### config.mk
export PLATFORM = sky130hd
export DESIGN_NAME = sm_muldiv
export DESIGN_NICKNAME = d
export VERILOG_FILES = /design/src/rtl/sm_muldiv.sv
export SDC_FILE = /design/constraint.sdc
export NUM_CORES = 1
export LEC_CHECK = 0
export ABC_AREA = 1
export BUFFER_PORTS_ARGS = -buffer_cell sky130_fd_sc_hd__buf_2
export CAP_MARGIN = 20
export CORE_MARGIN = 8
export CORE_UTILIZATION = 68
export CTS_BUF_LIST = sky130_fd_sc_hd__clkbuf_4 sky130_fd_sc_hd__clkbuf_8
export CTS_CLUSTER_SIZE = 20
export DETAILED_ROUTE_END_ITERATION = 6
export GPL_TIMING_DRIVEN = 0
export PLACE_DENSITY = 0.95
export REMOVE_ABC_BUFFERS = 1
export SYNTH_ARGS = -nofsm -noshare
export SYNTH_HDL_FRONTEND = slang
export SYNTH_SLANG_ARGS = --single-unit
export TNS_END_PERCENT = 20
### constraint.sdc
create_clock -name clk -period 4 [get_ports clk]
set_input_delay 0.6 -clock clk [delete_from_list [all_inputs] [get_ports clk]]
set_output_delay 0.6 -clock clk [all_outputs]
set_load 0.01 [all_outputs]
### src/rtl/sm_muldiv.sv
// Iterative radix-2 multiply/divide engine with HI/LO result registers.
// Signed ops run on magnitudes; the FIX state applies sign correction.
module sm_muldiv #(
    parameter int WIDTH = 32
) (
    input  logic             clk,
    input  logic             rst_n,
    input  logic             start,
    input  logic [1:0]       op,
    input  logic             kill,
    input  logic [WIDTH-1:0] srcA,
    input  logic [WIDTH-1:0] srcB,
    output logic             busy,
    output logic             done,
    output logic [WIDTH-1:0] hi,
    output logic [WIDTH-1:0] lo
);

    localparam int CW = $clog2(WIDTH + 1);

    typedef enum logic [1:0] {
        S_IDLE,
        S_CALC,
        S_FIX
    } state_t;

    state_t             r_state;
    logic [CW-1:0]      r_cnt;
    logic               r_div;
    logic               r_negq;
    logic               r_negr;
    logic               r_dz;
    logic [WIDTH-1:0]   r_b;
    logic [WIDTH-1:0]   r_acc;
    logic [WIDTH-1:0]   r_q;
    logic               r_busy;
    logic               r_done;
    logic [WIDTH-1:0]   r_hi;
    logic [WIDTH-1:0]   r_lo;

    logic               w_a_neg;
    logic               w_b_neg;
    logic [WIDTH-1:0]   w_a_mag;
    logic [WIDTH-1:0]   w_b_mag;
    logic [WIDTH:0]     w_sum;
    logic [WIDTH:0]     w_rem;
    logic [WIDTH:0]     w_diff;
    logic [2*WIDTH-1:0] w_prod;
    logic [2*WIDTH-1:0] w_prod_s;
    logic               w_accept;

    assign w_a_neg  = op[0] & srcA[WIDTH-1];
    assign w_b_neg  = op[0] & srcB[WIDTH-1];
    assign w_a_mag  = w_a_neg ? -srcA : srcA;
    assign w_b_mag  = w_b_neg ? -srcB : srcB;

    // Multiply: add-and-shift, low product bits enter r_q from the top.
    assign w_sum    = {1'b0, r_acc} + (r_q[0] ? {1'b0, r_b} : '0);

    // Divide: restoring step, bit WIDTH of w_diff is the borrow.
    assign w_rem    = {r_acc, r_q[WIDTH-1]};
    assign w_diff   = w_rem - {1'b0, r_b};

    assign w_prod   = {r_acc, r_q};
    assign w_prod_s = r_negq ? -w_prod : w_prod;

    // A new request may also be taken on the FIX edge for gapless issue.
    assign w_accept = start & ~kill &
                      ((r_state == S_IDLE) | (r_state == S_FIX));

    always_ff @(posedge clk or negedge rst_n) begin
        if (!rst_n) begin
            r_state <= S_IDLE;
            r_cnt   <= '0;
            r_div   <= 1'b0;
            r_negq  <= 1'b0;
            r_negr  <= 1'b0;
            r_dz    <= 1'b0;
            r_b     <= '0;
            r_acc   <= '0;
            r_q     <= '0;
            r_busy  <= 1'b0;
            r_done  <= 1'b0;
            r_hi    <= '0;
            r_lo    <= '0;
        end else begin
            r_done <= 1'b0;
            case (r_state)
                S_CALC: begin
                    if (kill) begin
                        r_state <= S_IDLE;
                        r_busy  <= 1'b0;
                        r_cnt   <= '0;
                    end else begin
                        if (r_div) begin
                            if (!w_diff[WIDTH]) begin
                                r_acc <= w_diff[WIDTH-1:0];
                                r_q   <= {r_q[WIDTH-2:0], 1'b1};
                            end else begin
                                r_acc <= w_rem[WIDTH-1:0];
                                r_q   <= {r_q[WIDTH-2:0], 1'b0};
                            end
                        end else begin
                            r_acc <= w_sum[WIDTH:1];
                            r_q   <= {w_sum[0], r_q[WIDTH-1:1]};
                        end
                        r_cnt <= r_cnt - CW'(1);
                        if (r_cnt == CW'(1))
                            r_state <= S_FIX;
                    end
                end
                S_FIX: begin
                    r_state <= S_IDLE;
                    r_busy  <= 1'b0;
                    if (!kill) begin
                        r_done <= 1'b1;
                        if (r_div) begin
                            r_hi <= r_negr ? -r_acc : r_acc;
                            r_lo <= r_dz ? '1 : (r_negq ? -r_q : r_q);
                        end else begin
                            r_hi <= w_prod_s[2*WIDTH-1:WIDTH];
                            r_lo <= w_prod_s[WIDTH-1:0];
                        end
                    end
                end
                default: ;
            endcase
            if (w_accept) begin
                r_state <= S_CALC;
                r_busy  <= 1'b1;
                r_cnt   <= CW'(WIDTH);
                r_div   <= op[1];
                r_negq  <= w_a_neg ^ w_b_neg;
                r_negr  <= w_a_neg;
                r_dz    <= (srcB == '0);
                r_b     <= w_b_mag;
                r_acc   <= '0;
                r_q     <= w_a_mag;
            end
        end
    end

    assign busy = r_busy;
    assign done = r_done;
    assign hi   = r_hi;
    assign lo   = r_lo;

endmodule

==> impl_metrics.json <==
{
  "status": "finished, final reports clean",
  "synth_top_family_by_area": "simple AND/OR/NAND/NOR gates",
  "regToRegSetupSlack_ns": 0.1,
  "wire_per_inst_um": 17.5,
  "use_met1_pct": 52.8,
  "regArea_mm2": 0.00436,
  "hold_class": "input port to async pin",
  "die_area_mm2": 0.0303,
  "synth_top_flop_cell": "dfrtp_1",
  "cp_max_fo": 39,
  "fin_crit_sh_pct": 97.6,
  "path_cells": "inv_1, nor2_1, inv_1, nor2_4, inv_1, nand2_2, inv_2, buf_12, a31oi_1, a21oi_1",
  "relSlewSlack_pct": 30.6,
  "drt_wl_total_mm": 57.8,
  "p_seq_share_pct": 25.5,
  "ys_types": 48,
  "finClkSkew_ns": 0.0259,
  "nNetsFinal": 3100,
  "synth_most_common_cell": "nand2_1",
  "drt_first_pass_iters": 7,
  "synth-seq-cells": 174,
  "cts_tree": "done",
  "worst_path_max_delay_cell": "nand2_2",
  "yosysSeqAreaShare_pct": 25.6,
  "cts_buffers": 17,
  "synthAdderAreaFrac_pct": 5.39,
  "synth_edf_count": 0,
  "p_leak_nw": 10.1,
  "synth.area.top_cells": "dfrtp_1 (26%), nand2_1 (22%), inv_1 (9.6%)",
  "drive_above_1_share_pct": 7.17,
  "insertion_delay_ns": 0.49,
  "place_congestion": 1.01,
  "multi_input_comb_area_mm2": 0.0106,
  "grt_use_met3_pct": 7.22,
  "route.vias.total": 19551,
  "place_area_mm2": 0.0179,
  "die_w_um": 174,
  "io_buffers": 135,
  "grt_start_max_net_pins": 116,
  "end_kind": "register",
  "initial_core_util_pct": 68.4,
  "clkPwrFrac_pct": 8.7,
  "max-clock-path-buffers": 2,
  "num_rows": 58,
  "yosys-top-cells-count": "nand2_1 (1008), inv_1 (436), nor2_1 (287)",
  "timing.final.ws_setup_ns": 0.0963,
  "vdd_drop_max_uv": 346,
  "synthSimpleGateAreaFrac_pct": 39.9,
  "synthCells": 2883,
  "busiest_layer": "met2",
  "maxCapViolCount": 0,
  "crit_top_cell": "inv_1",
  "p_per_area_mw_per_mm2": 794,
  "antennaDiodeCount": 0,
  "cts_max_level": 4,
  "drc": 0,
  "grt_pass1_wl_mm": 91.3,
  "cts-root-buf": "clkbuf_8",
  "swShare_pct": 57.4,
  "hold_violations": 0,
  "synth_top_area_share_pct": 25.6,
  "grt_pass1_vias": 17786,
  "gr-usage-all-layers_pct": 37.0,
  "grt-ovfl-total": 0,
  "worst_pin_slew_ns": 1.04,
  "max_stage_delay_ns": 0.74,
  "critPathRequiredTime_ns": 4.37,
  "fillers": 2102,
  "holdWs_ns": 0.00604,
  "antenna_found_initial": 0,
  "period_needed_ns": 3.90,
  "area_delta_synth_final_pct": 7.99,
  "drt_iter0_drc": 3046,
  "async_flop_share_pct": 100,
  "vias_per_cell": 5.92,
  "post-place-ws_ns": -0.231,
  "ant_nets": 0,
  "critical_path_class": "register to register",
  "cts.sinks": 174,
  "synthMuxAreaShare_pct": 0,
  "final_max_slew_viol_count": 0,
  "final_util_pct": 73.9,
  "synth-xor-area-share_pct": 4.64,
  "worstPathArrival_ns": 4.27,
  "finalInstanceArea_mm2": 0.0183,
  "hpwlAfterDp_mm": 44.9,
  "die_y_um": 174,
  "fmax_mhz": 256,
  "synth_compound_area_share_pct": 12.5,
  "intPower_mw": 6.20,
  "ys_warn_count": 0,
  "p_sw_mw": 8.36,
  "worstSetupStartpointType": "register",
  "syn_area_per_cell_um2": 5.89,
  "clk_pin_slew_worst_paths_ns": 0.12,
  "setup_viol": 0,
  "rsz0062_at_grt": "no",
  "syn_area_mm2": 0.0170,
  "use_met2_pct": 54.6,
  "io_pins": 136,
  "core_region_area_mm2": 0.0248,
  "hold_buffers": 0,
  "p_comb_share_pct": 65.9,
  "synth_top_cell_by_area": "dfrtp_1"
}
## per-stage QoR
| stage | instances | total power, mW | setup TNS, ns |
|---|---|---|---|
| floorplan | 2796 | 9.86 | -30.58 |
| global placement | 3261 | 12.5 | -376.72 |
| detailed placement | 3269 | 12.9 | -3.11 |
| CTS | 3301 | 14.2 | 0 |
| global route | 3301 | 15.7 | 0 |
| finish | 3301 | 14.6 | 0 |
## repair_timing
| action | in CTS | in global routing |
|---|---|---|
| gates resized for setup | 1 | 0 |
| buffers inserted | 0 | 0 |
| setup endpoints to repair | 5 | 0 |
## cells by family (layout without fill, tap and decap cells)
| logic type | count (synthesis) | count (layout) |
|---|---|---|
| simple gates | 1651 | 1651 |
| buf+inv | 528 | 616 |
| compound gates | 368 | 368 |
| flops | 174 | 174 |
| xor+xnor | 90 | 90 |
| fa+ha+maj | 72 | 72 |
## flip-flops by register name, indices dropped and copies added (netlist names)
register  count
busy          1
r_dz          1
r_acc        32
done          1
r_b          32
r_q          32
r_state       2
r_negr        1
r_div         1
r_cnt         6
lo           32
r_negq        1
hi           32
## final timing paths
check                           startpoint       end  cells past startpoint
worst min-delay path                 rst_n   r_b[30]                      1
worst max register to register  r_state[0]   r_q[26]                     10
min in group clk                  srcB[30]   r_b[30]                      2
worst min register to register      hi[10]    hi[10]                      2
max in group asynchronous            rst_n  r_acc[5]                      2
worst max-delay path            r_state[0]   r_q[26]                     10
## cell type report
class	instances	area share, %
multi-input cells	2181	58.0
well taps	330	2.25
clock inverters	14	0.791
repair buffers	143	4.82
inverters	441	9.03
flip-flops and latches	174	23.8
clock buffers	18	1.32
## power by group through the flow
stage,logic [mW],clock network [mW],registers [mW]
final,9.59,1.26,3.71
after global routing,10.7,1.31,3.71
after CTS,9.32,1.25,3.60
after detailed placement,9.25,0,3.63
after global placement,8.77,0,3.75
after floorplan,6.46,0,3.40
## metal layers
metal	vias to the layer above	routed length, µm
met2	1320	24000
met3	188	7670
met4	0	2390
met5	-	0
li1	9276	-
met1	8767	23800
## cells in the final DEF (no fill, tap or decap), types with 4 or more instances in the layout
cell type,instances
nand3b_1,10
o21ai_1,5
a21oi_1,101
o221ai_1,4
inv_8,5
nor4_1,6
dfrtp_1,173
nor2_1,285
a2bb2oi_1,21
o21ai_0,146
ha_1,70
o21bai_1,9
nand3_1,245
nand2_1,1007
or2_2,11
xor2_1,65
nor3_1,33
inv_1,434
o211ai_1,18
buf_16,5
clkbuf_8,17
a21o_1,4
nand4_1,28
buf_2,134
xnor2_1,25
o22ai_1,8
and2_1,6
a22oi_1,11
nand2_2,9
inv_2,4
a31oi_1,29
## critical path, delay by kind of cell, from the launching register on
family	cells	cell delay (ns)
compound gates	2	0.30
buf+inv	5	1.54
flops	1	0.37
simple gates	3	1.55
No activity file was read; power rests on OpenSTA's default activity.
